[src/rtl/iic_pkg.sv]
// Shared types and constants for the IIC configuration sequencer: FSM encoding,
// ROM word field positions and transfer direction codes.
package iic_pkg;

  typedef enum logic [3:0] {
    S_IDLE,
    S_FETCH,
    S_LATCH,
    S_ISSUE_WR,
    S_ISSUE_RD,
    S_WAIT_ACK,
    S_WAIT_DONE,
    S_GAP,
    S_NEXT,
    S_END
  } seq_state_t;

  localparam int DEV_MSB  = 31;
  localparam int REG_MSB  = 23;
  localparam int DATA_MSB = 7;

  localparam logic WR = 1'b0;
  localparam logic RD = 1'b1;

  function automatic logic [7:0] rom_dev(input logic [31:0] w);
    return w[DEV_MSB -: 8];
  endfunction

  function automatic logic [15:0] rom_reg(input logic [31:0] w);
    return w[REG_MSB -: 16];
  endfunction

  function automatic logic [7:0] rom_data(input logic [31:0] w);
    return w[DATA_MSB -: 8];
  endfunction

endpackage

[src/rtl/iic_cfg_sequencer_if.sv]
// Request/response bus between the configuration sequencer (master) and the
// IIC driver (slave).
interface iic_cfg_sequencer_if;
  // Handshake: start_en is a one-cycle request carrying wr_rd_flag, address,
  // register and data, which the master holds stable until the transfer ends.
  // The driver acknowledges by raising busy; err and rd_data are only
  // meaningful on the cycle busy is seen low again.
  logic        start_en;
  logic        wr_rd_flag;
  logic [7:0]  i2c_device_addr;
  logic [15:0] register;
  logic [7:0]  data_byte;
  logic        busy;
  logic        err;
  logic [7:0]  rd_data;

  modport master (
    output start_en, wr_rd_flag, i2c_device_addr, register, data_byte,
    input  busy, err, rd_data
  );

  modport slave (
    input  start_en, wr_rd_flag, i2c_device_addr, register, data_byte,
    output busy, err, rd_data
  );
endinterface

[src/rtl/iic_cfg_sequencer.sv]
// Walks the configuration table, issuing one write (plus optional read-back)
// per entry with retries, and reports done / fail / failing index.
module iic_cfg_sequencer
  import iic_pkg::*;
#(
  parameter int NUM_ENTRIES = 16,
  parameter int IDX_W       = 8,
  parameter int MAX_RETRY   = 3,
  parameter int VERIFY      = 1,
  parameter int GAP_CYC     = 100,
  parameter int ACK_TIMEOUT = 255
) (
  input  logic                       clk_i,
  input  logic                       rst,
  input  logic                       cfg_start,
  output logic [IDX_W-1:0]           tbl_addr,
  input  logic [31:0]                tbl_data,
  iic_cfg_sequencer_if.master        drv,
  output logic                       cfg_busy,
  output logic                       cfg_done,
  output logic                       cfg_fail,
  output logic [IDX_W-1:0]           fail_index,
  output seq_state_t                 dbg_state
);

  localparam int RETRY_W  = (MAX_RETRY > 0) ? $clog2(MAX_RETRY + 1) : 1;
  localparam int ACK_W    = (ACK_TIMEOUT > 0) ? $clog2(ACK_TIMEOUT + 1) : 1;
  localparam int GAP_W    = (GAP_CYC > 0) ? $clog2(GAP_CYC + 1) : 1;
  localparam int GAP_LAST = (GAP_CYC > 0) ? GAP_CYC - 1 : 0;

  seq_state_t          state_q, state_d;
  seq_state_t          gap_tgt_q, gap_tgt_d;
  logic [IDX_W-1:0]    tbl_addr_q, tbl_addr_d;
  logic [7:0]          dev_q, dev_d;
  logic [15:0]         reg_q, reg_d;
  logic [7:0]          data_q, data_d;
  logic                wr_rd_q, wr_rd_d;
  logic [ACK_W-1:0]    ack_cnt_q, ack_cnt_d;
  logic [GAP_W-1:0]    gap_cnt_q, gap_cnt_d;
  logic [RETRY_W-1:0]  retry_q, retry_d;
  logic                cfg_busy_q, cfg_busy_d;
  logic                cfg_done_q, cfg_done_d;
  logic                cfg_fail_q, cfg_fail_d;
  logic [IDX_W-1:0]    fail_idx_q, fail_idx_d;

  logic                txn_ok;
  logic                txn_err;
  logic                take_gap;
  seq_state_t          after_gap;

  always_comb begin
    state_d    = state_q;
    gap_tgt_d  = gap_tgt_q;
    tbl_addr_d = tbl_addr_q;
    dev_d      = dev_q;
    reg_d      = reg_q;
    data_d     = data_q;
    wr_rd_d    = wr_rd_q;
    ack_cnt_d  = ack_cnt_q;
    gap_cnt_d  = gap_cnt_q;
    retry_d    = retry_q;
    cfg_busy_d = cfg_busy_q;
    cfg_done_d = 1'b0;
    cfg_fail_d = cfg_fail_q;
    fail_idx_d = fail_idx_q;
    txn_ok     = 1'b0;
    txn_err    = 1'b0;
    take_gap   = 1'b0;
    after_gap  = S_NEXT;

    case (state_q)
      S_IDLE: begin
        if (cfg_start) begin
          tbl_addr_d = '0;
          cfg_fail_d = 1'b0;
          cfg_busy_d = 1'b1;
          retry_d    = '0;
          state_d    = S_FETCH;
        end
      end
      S_FETCH: state_d = S_LATCH;
      S_LATCH: begin
        dev_d   = rom_dev(tbl_data);
        reg_d   = rom_reg(tbl_data);
        data_d  = rom_data(tbl_data);
        state_d = S_ISSUE_WR;
      end
      S_ISSUE_WR, S_ISSUE_RD: begin
        ack_cnt_d = '0;
        state_d   = S_WAIT_ACK;
      end
      S_WAIT_ACK: begin
        if (drv.busy) begin
          state_d = S_WAIT_DONE;
        end else if (ack_cnt_q == ACK_W'(ACK_TIMEOUT)) begin
          txn_err = 1'b1;
        end else begin
          ack_cnt_d = ack_cnt_q + 1'b1;
        end
      end
      S_WAIT_DONE: begin
        // err and rd_data are only trusted on the busy-low cycle
        if (!drv.busy) begin
          if (drv.err) begin
            txn_err = 1'b1;
          end else if (wr_rd_q == WR) begin
            if (VERIFY != 0) state_d = S_ISSUE_RD;
            else             txn_ok  = 1'b1;
          end else if (drv.rd_data == data_q) begin
            txn_ok = 1'b1;
          end else begin
            txn_err = 1'b1;
          end
        end
      end
      S_GAP: begin
        if (gap_cnt_q == GAP_W'(GAP_LAST)) state_d = gap_tgt_q;
        else                               gap_cnt_d = gap_cnt_q + 1'b1;
      end
      S_NEXT: begin
        retry_d = '0;
        if (tbl_addr_q == IDX_W'(NUM_ENTRIES - 1)) begin
          cfg_done_d = 1'b1;
          state_d    = S_END;
        end else begin
          tbl_addr_d = tbl_addr_q + 1'b1;
          state_d    = S_FETCH;
        end
      end
      S_END: begin
        cfg_busy_d = 1'b0;
        state_d    = S_IDLE;
      end
      default: state_d = S_IDLE;
    endcase

    if (txn_ok) begin
      take_gap  = 1'b1;
      after_gap = S_NEXT;
    end
    // Every retry restarts with the write, even when only the read-back failed
    if (txn_err) begin
      if (retry_q < RETRY_W'(MAX_RETRY)) begin
        retry_d   = retry_q + 1'b1;
        take_gap  = 1'b1;
        after_gap = S_ISSUE_WR;
      end else begin
        cfg_fail_d = 1'b1;
        fail_idx_d = tbl_addr_q;
        state_d    = S_END;
      end
    end
    if (take_gap) begin
      if (GAP_CYC == 0) begin
        state_d = after_gap;
      end else begin
        gap_cnt_d = '0;
        gap_tgt_d = after_gap;
        state_d   = S_GAP;
      end
    end

    if (state_d == S_ISSUE_WR)      wr_rd_d = WR;
    else if (state_d == S_ISSUE_RD) wr_rd_d = RD;
  end

  always_ff @(posedge clk_i or posedge rst) begin
    if (rst) begin
      state_q    <= S_IDLE;
      gap_tgt_q  <= S_NEXT;
      tbl_addr_q <= '0;
      dev_q      <= '0;
      reg_q      <= '0;
      data_q     <= '0;
      wr_rd_q    <= WR;
      ack_cnt_q  <= '0;
      gap_cnt_q  <= '0;
      retry_q    <= '0;
      cfg_busy_q <= 1'b0;
      cfg_done_q <= 1'b0;
      cfg_fail_q <= 1'b0;
      fail_idx_q <= '0;
    end else begin
      state_q    <= state_d;
      gap_tgt_q  <= gap_tgt_d;
      tbl_addr_q <= tbl_addr_d;
      dev_q      <= dev_d;
      reg_q      <= reg_d;
      data_q     <= data_d;
      wr_rd_q    <= wr_rd_d;
      ack_cnt_q  <= ack_cnt_d;
      gap_cnt_q  <= gap_cnt_d;
      retry_q    <= retry_d;
      cfg_busy_q <= cfg_busy_d;
      cfg_done_q <= cfg_done_d;
      cfg_fail_q <= cfg_fail_d;
      fail_idx_q <= fail_idx_d;
    end
  end

  assign tbl_addr            = tbl_addr_q;
  assign drv.start_en        = (state_q == S_ISSUE_WR) || (state_q == S_ISSUE_RD);
  assign drv.wr_rd_flag      = wr_rd_q;
  assign drv.i2c_device_addr = dev_q;
  assign drv.register        = reg_q;
  assign drv.data_byte       = data_q;
  assign cfg_busy            = cfg_busy_q;
  assign cfg_done            = cfg_done_q;
  assign cfg_fail            = cfg_fail_q;
  assign fail_index          = fail_idx_q;
  assign dbg_state           = state_q;

endmodule

[src/flat_wrapper.sv]
// flat-port wrapper written by rule: the top's interface ports become plain ports
module iic_cfg_sequencer_flat import iic_pkg::*;
#(
  parameter int NUM_ENTRIES = 16,
  parameter int IDX_W       = 8,
  parameter int MAX_RETRY   = 3,
  parameter int VERIFY      = 1,
  parameter int GAP_CYC     = 100,
  parameter int ACK_TIMEOUT = 255
)
  (clk_i, rst, cfg_start, tbl_addr, tbl_data, cfg_busy, cfg_done, cfg_fail, fail_index, dbg_state, drv_start_en, drv_wr_rd_flag, drv_i2c_device_addr, drv_register, drv_data_byte, drv_busy, drv_err, drv_rd_data);
  iic_cfg_sequencer_if drv_i ();
  input  logic clk_i;
  input  logic rst;
  input  logic cfg_start;
  output logic [IDX_W-1:0] tbl_addr;
  input  logic [31:0] tbl_data;
  output logic cfg_busy;
  output logic cfg_done;
  output logic cfg_fail;
  output logic [IDX_W-1:0] fail_index;
  output seq_state_t dbg_state;
  output wire logic [$bits(drv_i.start_en)-1:0] drv_start_en;
  output wire logic [$bits(drv_i.wr_rd_flag)-1:0] drv_wr_rd_flag;
  output wire logic [$bits(drv_i.i2c_device_addr)-1:0] drv_i2c_device_addr;
  output wire logic [$bits(drv_i.register)-1:0] drv_register;
  output wire logic [$bits(drv_i.data_byte)-1:0] drv_data_byte;
  input wire logic [$bits(drv_i.busy)-1:0] drv_busy;
  input wire logic [$bits(drv_i.err)-1:0] drv_err;
  input wire logic [$bits(drv_i.rd_data)-1:0] drv_rd_data;
  assign drv_start_en = drv_i.start_en;
  assign drv_wr_rd_flag = drv_i.wr_rd_flag;
  assign drv_i2c_device_addr = drv_i.i2c_device_addr;
  assign drv_register = drv_i.register;
  assign drv_data_byte = drv_i.data_byte;
  assign drv_i.busy = drv_busy;
  assign drv_i.err = drv_err;
  assign drv_i.rd_data = drv_rd_data;
  iic_cfg_sequencer #(.NUM_ENTRIES(NUM_ENTRIES), .IDX_W(IDX_W), .MAX_RETRY(MAX_RETRY), .VERIFY(VERIFY), .GAP_CYC(GAP_CYC), .ACK_TIMEOUT(ACK_TIMEOUT)) u_core (.clk_i(clk_i), .rst(rst), .cfg_start(cfg_start), .tbl_addr(tbl_addr), .tbl_data(tbl_data), .drv(drv_i), .cfg_busy(cfg_busy), .cfg_done(cfg_done), .cfg_fail(cfg_fail), .fail_index(fail_index), .dbg_state(dbg_state));
endmodule
[config.mk]
export PLATFORM = sky130hd
export DESIGN_NAME = iic_cfg_sequencer_flat
export DESIGN_NICKNAME = d
export VERILOG_FILES = /design/src/rtl/iic_pkg.sv /design/src/rtl/iic_cfg_sequencer_if.sv /design/src/rtl/iic_cfg_sequencer.sv /design/src/flat_wrapper.sv
export SDC_FILE = /design/constraint.sdc
export NUM_CORES = 1
export LEC_CHECK = 0
export ABC_AREA = 1
export BUFFER_PORTS_ARGS = -buffer_cell sky130_fd_sc_hd__buf_2
export CAP_MARGIN = 20
export CORE_ASPECT_RATIO = 1.75
export CORE_UTILIZATION = 30
export DETAILED_ROUTE_END_ITERATION = 12
export GPL_TIMING_DRIVEN = 0
export SYNTH_ARGS = -nofsm -noshare
export SYNTH_HDL_FRONTEND = slang
export SYNTH_SLANG_ARGS = --single-unit
[constraint.sdc]
create_clock -name clk_i -period 3.9 [get_ports clk_i]
set_input_delay 0.78 -clock clk_i [delete_from_list [all_inputs] [get_ports clk_i]]
set_output_delay 0.78 -clock clk_i [all_outputs]
set_load 0.01 [all_outputs]
==> reports/summary.md, run 1 <==
Power
- cell area power density: 733 nW/um2
- Clock power frac: 26.6%
- Net Switching: 1.31 mW
- Internal Pwr Total: 2.06 mW
- Leak: 2.51 nW
- Worst VDD drop: 0.000358 V
- part of the power in combinational logic: 37.3%
- sequential fraction of design power: 36.1%
- switching part of the total: 39.0%

Critical path
- launch point of the critical path: u_core.dbg_state[3]$_DFF_PP0_
- crit path DAT: 1.63 ns
- launch point of the worst reg-to-reg path: u_core.dbg_state[1]$_DFF_PP0_
- critical path launch point type: flop
- slowest cell on the critical path: sky130_fd_sc_hd__dfrtp_1
- cells traversed along the worst timing path: inv_2, nand2_2, o21a_2, inv_1, buf_2
- CP Capture Type: primary output
- delay of the slowest cell on the worst path: 0.49 ns
- kind of critical path: flop to primary output
- maximum fanout count along the critical path: 8
- required time at the endpoint of the critical path: 3.12 ns

Synthesis
- Synth Warn #: 0
- synthesized cell area: 3580 um2
- leading cell types by total area after synthesis: sky130_fd_sc_hd__dfrtp_1, sky130_fd_sc_hd__nand2_1, sky130_fd_sc_hd__inv_1
- area share of the largest cell type after synthesis: 51.7%
- flip-flop and latch count after synthesis: 75
- number of library cell types mapped by synthesis: 34
- Syn Nets: 487
- Post-Synthesis Cells: 438
- leading area contributor after synthesis: sky130_fd_sc_hd__dfrtp_1
- Mapped Avg Cell Area: 8.18 um2
- sequential fraction of the synthesis area: 52.4%

Job
- total of max-cap violations: 0

Clock network
- Sink Count: 75
- root buffer cell: sky130_fd_sc_hd__clkbuf_16
- hold buffer count at cts: 0
- clock tree buffer depth: 2
- deepest level of the CTS H-tree: 3
- clock tree from TritonCTS: built
- post-CTS repair timing setup buffer count: 0
- CTS resizes: 0
- clock transition time at the flip-flop clock pins of the worst setup and hold paths: 0.06 ns
- number of buffers created by CTS: 9
- Clock Latency Late Sink: 0.34 ns

Placement
- number of buffer cells added on primary ports: 101
- DP HPWL: 6.95 mm
- dpl ws: 1.74 ns
- routability-driven placement congestion ratio: 0.868

Floorplanning
- initial core utilization: 31.0%
- Core ar.: 11,600 um2
- height of the die: 147 um
- count of boundary I/O pins: 102
- Die Span X: 84.6 um
- die area: 12,400 um2
- row count: 52

Timing
- fin crit period: 2.41 ns
- Setup Skew: 0.00617 ns
- maximum achievable frequency: 416 MHz
- post-layout worst setup margin: 1.49 ns
- setup violators final: 0
- Slew Viols, Final: 0
- WHS: 0.468 ns
- Sum Neg Setup Slack: 0 ns
- headroom to the max-slew limit: 60.5%
- Worst Tran Pin Value: 0.588 ns
- Final Hold Fails: 0
- fraction of the cycle the final worst path needs: 61.7%
- RSZ-0062 raised after global routing: no

Hold path
- worst hold-check path type: input pin to asynchronous set/reset pin

Routing
- number of vias in the routed layout: 3,188
- Detailed Routing Iterations Pass 1: 6
- final WL: 8.99 mm
- number of routed nets with antenna violations: 0
- DR DRC count: 0
- average wire length per cell after detail routing: 13.0 um
- mean number of vias per cell: 4.61
- Iter 0 DRT Violations: 142

Global route
- wire length of the first global-routing pass: 15.4 mm
- total grt overflow: 0
- number of antenna violations at the first check in global routing: 0
- via count of the first global-routing pass: 3,286
- Total GRT Usage: 15.9%
- largest net degree at the start of global routing: 39

Cells and area
- area delta synth->final: 28.3%
- number of nets at the end of the flow: 600
- n_diodes: 0
- fraction of final layout cells with drive strength greater than 1: 27.7%
- total of fill cells in the finished design: 1,207
- area used by sequential logic in the layout: 1880 um2
- area of the multi-input gates: 1460 um2

Run status
- run status: finished clean

sequential cells by signal (all words and copies together), names as in the netlist, 2 cells and up:
name                        count
u_core.ack_cnt_q                8
u_core.dbg_state                4
u_core.drv.data_byte            8
u_core.drv.i2c_device_addr      8
u_core.drv.register            16
u_core.fail_index               8
u_core.gap_cnt_q                7
u_core.gap_tgt_q                2
u_core.retry_q                  2
u_core.tbl_addr                 8
layout make-up:
type	instances	share of cell area, %
Sequential cell	75	40.8
Multi-Input combinational cell	301	31.8
Timing Repair Buffer	102	11.4
Clock buffer	10	4.98
Inverter	55	4.60
Tap cell	135	3.67
Clock inverter	6	1.96
Buffer	7	0.789
critical path: cells and delay by family (launching register included):
family | cells | cell delay (ns)
AO/OA/AOI/OAI | 1 | 0.31
buffers and inverters | 3 | 0.39
flip-flops | 1 | 0.49
AND/OR/NAND/NOR | 1 | 0.10
logic make-up (layout without fill, tap and decap cells):
family                   Yosys count  in the layout  share of synthesized area, %
adder cells (fa/ha/maj)            4              4                          1.40
AO/OA/AOI/OAI                     48             48                          8.31
XOR/XNOR                           7              7                          1.71
flip-flops                        75             75                          52.4
AND/OR/NAND/NOR                  242            242                          29.4
buffers and inverters             62            180                          6.84
cell usage after synthesis:
| cell type | number |
|---|---|
| sky130_fd_sc_hd__nor3_2 | 1 |
| sky130_fd_sc_hd__nand2_2 | 6 |
| sky130_fd_sc_hd__xor2_1 | 6 |
| sky130_fd_sc_hd__nand2_4 | 3 |
| sky130_fd_sc_hd__buf_2 | 2 |
| sky130_fd_sc_hd__nand4_4 | 1 |
| sky130_fd_sc_hd__nor2_1 | 34 |
| sky130_fd_sc_hd__xnor2_1 | 1 |
| sky130_fd_sc_hd__nand3_2 | 1 |
| sky130_fd_sc_hd__nand3b_1 | 1 |
| sky130_fd_sc_hd__o32a_1 | 1 |
| sky130_fd_sc_hd__o21ai_0 | 23 |
| sky130_fd_sc_hd__buf_6 | 1 |
| sky130_fd_sc_hd__inv_4 | 1 |
| sky130_fd_sc_hd__dfstp_2 | 1 |
| sky130_fd_sc_hd__nand2_1 | 156 |
| sky130_fd_sc_hd__nand3_1 | 21 |
| sky130_fd_sc_hd__nand4_1 | 5 |
| sky130_fd_sc_hd__o21ai_2 | 8 |
| sky130_fd_sc_hd__inv_1 | 50 |
| sky130_fd_sc_hd__a21oi_1 | 11 |
| sky130_fd_sc_hd__o31ai_1 | 1 |
| sky130_fd_sc_hd__dfrtp_1 | 74 |
| sky130_fd_sc_hd__o21a_2 | 1 |
| sky130_fd_sc_hd__a31oi_1 | 1 |
| sky130_fd_sc_hd__nor3b_1 | 1 |
| sky130_fd_sc_hd__nor2_2 | 2 |
| sky130_fd_sc_hd__nor2_4 | 2 |
| sky130_fd_sc_hd__o21ai_4 | 1 |
| sky130_fd_sc_hd__ha_1 | 4 |
| sky130_fd_sc_hd__a21oi_2 | 1 |
| sky130_fd_sc_hd__nor3_1 | 8 |
| sky130_fd_sc_hd__inv_2 | 4 |
| sky130_fd_sc_hd__clkbuf_1 | 4 |
per-stage QoR:
stage          power [mW]  utilization, %  instances  instance area (um2)
4_1_cts              3.42            39.7        691                 4600
3_3_place_gp         2.46            36.8        674                 4260
5_1_grt              3.64            39.7        691                 4600
3_5_place_dp         2.51            37.0        675                 4280
2_1_floorplan        2.04               -        438                 3580
6_report             3.37            39.7        691                 4600
routing by layer:
metal	vias to the layer above	wire length, um	global-route usage, %
met1	1485	3530	17.0
met4	0	279	8.39
li1	1598	-	-
met2	83	4770	28.3
met3	22	406	4.30
met5	-	0	0
power groups by stage:
stage / Combinational, mW / Clock, mW / Sequential, mW
6_report: 1.26 / 0.895 / 1.22
5_1_grt: 1.43 / 0.947 / 1.25
4_1_cts: 1.28 / 0.917 / 1.22
3_5_place_dp: 1.28 / 0 / 1.23
3_3_place_gp: 1.24 / 0 / 1.22
2_1_floorplan: 0.740 / 0 / 1.30
layout by cell type, fill, tap and decap left out, drive strengths merged, types with 2 or more instances in the layout:
cell type  netlist  routed
nand2          165     165
buf              3     105
dfrtp           74      74
inv             55      55
nor2            38      38
o21ai           32      32
nand3           22      22
clkbuf           4      14
a21oi           12      12
nor3             9       9
xor2             6       6
nand4            6       6
ha               4       4
clkinv           0       3
bufinv           0       2
final timing paths:
check,endpoint,slack (ns),depth (start not counted)
min,u_core.drv.register[7]$_DFFE_PP0P_,0.47,2
max in group asynchronous,u_core.drv.data_byte[1]$_DFFE_PP0P_,2.87,3
min in group clk_i,u_core.drv.register[8]$_DFFE_PP0P_,0.47,2
max reg2reg,u_core.tbl_addr[6]$_DFFE_PP0P_,2.01,12
max,drv_start_en,1.49,5
min reg2reg,u_core.drv.register[8]$_DFFE_PP0P_,0.47,2
Power figures use the tool's default switching activity.
==> run 2: changes to the inputs <==
Clock period 3.9 ns to 2.15 ns, I/O delays scaled along.
==> reports/summary.md, run 2 (synthesized netlist as in run 1, its figures left out) <==
Run status
- run status: finished with violations
- violations in the final reports: design-rule violations

Routing
- Iter 0 DRT Violations: 231
- DR DRC count: 1
- number of routed nets with antenna violations: 0
- final WL: 9.06 mm
- mean number of vias per cell: 4.63
- Detailed Routing Iterations Pass 1: 8
- average wire length per cell after detail routing: 13.1 um
- number of vias in the routed layout: 3,205

Cells and area
- max reg flops: 16
- total of fill cells in the finished design: 1,202
- area delta synth->final: 30.7%
- area used by sequential logic in the layout: 1880 um2
- n_diodes: 0
- area of the multi-input gates: 1470 um2
- fraction of final layout cells with drive strength greater than 1: 28.4%
- commonest non-fill, non-tap cell in the layout: sky130_fd_sc_hd__nand2_1
- number of nets at the end of the flow: 601
- most frequent cells in the layout: sky130_fd_sc_hd__nand2_1, sky130_fd_sc_hd__buf_2, sky130_fd_sc_hd__dfrtp_1, sky130_fd_sc_hd__inv_1, sky130_fd_sc_hd__nor2_1
- Non-Filler Instances: 692
- final non-filler cell area: 4690 um2

Clock network
- hold buffer count at cts: 0
- root buffer cell: sky130_fd_sc_hd__clkbuf_16
- number of buffers created by CTS: 9
- Sink Count: 75
- Clock Latency Late Sink: 0.33 ns
- clock tree buffer depth: 2
- clock tree from TritonCTS: built
- deepest level of the CTS H-tree: 3
- clock transition time at the flip-flop clock pins of the worst setup and hold paths: 0.06 ns

Timing
- WHS: 0.168 ns
- fin crit period: 2.08 ns
- Worst Tran Pin Value: 0.593 ns
- Sum Neg Setup Slack: 0 ns
- headroom to the max-slew limit: 60.4%
- fraction of the cycle the final worst path needs: 96.9%
- Setup Skew: 0.00763 ns
- Slew Viols, Final: 0
- RSZ-0062 raised after global routing: no
- maximum achievable frequency: 480 MHz
- setup violators final: 0
- Final Hold Fails: 0

Critical path
- kind of critical path: flop to primary output
- cell class contributing the biggest share of worst-path delay: flip-flops
- crit path DAT: 1.65 ns
- critical path launch point type: flop
- CP Capture Type: primary output
- slowest cell on the critical path: sky130_fd_sc_hd__dfrtp_1
- maximum fanout count along the critical path: 8
- delay of the slowest cell on the worst path: 0.49 ns
- cells traversed along the worst timing path: inv_2, nand2_2, o21a_2, inv_1, buf_2
- crit path buf inv count: 3
- required time at the endpoint of the critical path: 1.72 ns

Floorplanning
- row count: 52
- Die Span X: 84.6 um
- die area: 12,400 um2
- initial core utilization: 31.0%
- height of the die: 147 um
- Core ar.: 11,600 um2
- count of boundary I/O pins: 102

Power
- Leak: 2.54 nW
- Worst VDD drop: 0.000609 V
- cell area power density: 1360 nW/um2
- total design power: 6.36 mW

Global route
- most crowded layer after global routing: met2
- total grt overflow: 0
- via count of the first global-routing pass: 3,244
- wire length of the first global-routing pass: 15.0 mm
- largest net degree at the start of global routing: 30
- number of antenna violations at the first check in global routing: 0
- met1 usage: 17.4%
- GR Util met3: 3.34%
- Total GRT Usage: 15.5%
- GR Util met2: 27.4%

Placement
- number of buffer cells added on primary ports: 101
- DP HPWL: 7.02 mm
- cell count after placement: 676
- dpl cell area: 4310 um2
- routability-driven placement congestion ratio: 0.867

Job
- total of max-cap violations: 0

Hold path
- worst hold-check path type: input pin to asynchronous set/reset pin

[run 2: timing repair]
action | 4_1_cts | 5_1_grt
endpoints found under the setup margin | 0 | 3
resized for setup | 0 | 3
setup buffers | 0 | 0
[run 2: layer usage]
layer	up-vias	wire length, um	part of all wire, %
li1	1595	-	-
met1	1512	3580	40
met2	81	4910	54
met3	17	325	3.6
met4	0	244	2.7
met5	-	0	0
[run 2: metrics by stage]
stage / setup WS, ns / utilization [%]
global route: 0.00110 / 40.5
finish: 0.0676 / 40.5
detailed placement: 0.120 / 37.2
CTS: 0.0819 / 40.4
global placement: 0.185 / 36.8
floorplan: 0.539 / -
[run 2: area by class of cell]
class | count | area share (%)
inverter | 55 | 4.54
sequential | 75 | 40.1
buffer | 7 | 0.774
multi-input combinational | 301 | 31.4
clock buffer | 9 | 4.81
timing repair buffer | 103 | 11.8
tap | 135 | 3.60
clock inverter | 7 | 2.99
[run 2: where the power goes]
part           total (mW)  switching (mW)  internal, mW
clock                1.84           0.588          1.25
sequential           2.22           0.336          1.88
combinational        2.31            1.47         0.838
[run 2: final timing paths]
path | slack, ns | end | startpoint | cells past startpoint
min in group clk_i | 0.29 | u_core.drv.register[10]$_DFFE_PP0P_ | tbl_data[18] | 3
setup / recovery | 0.07 | drv_start_en | u_core.dbg_state[3]$_DFF_PP0_ | 5
hold reg to reg | 0.46 | u_core.gap_tgt_q[1]$_DFFE_PP0N_ | u_core.gap_tgt_q[1]$_DFFE_PP0N_ | 2
hold / removal | 0.17 | u_core.ack_cnt_q[4]$_DFFE_PP0P_ | rst | 2
setup reg to reg | 0.31 | u_core.tbl_addr[7]$_DFFE_PP0P_ | u_core.dbg_state[0]$_DFF_PP0_ | 12
max in group asynchronous | 1.45 | u_core.drv.wr_rd_flag$_DFFE_PP0P_ | rst | 3
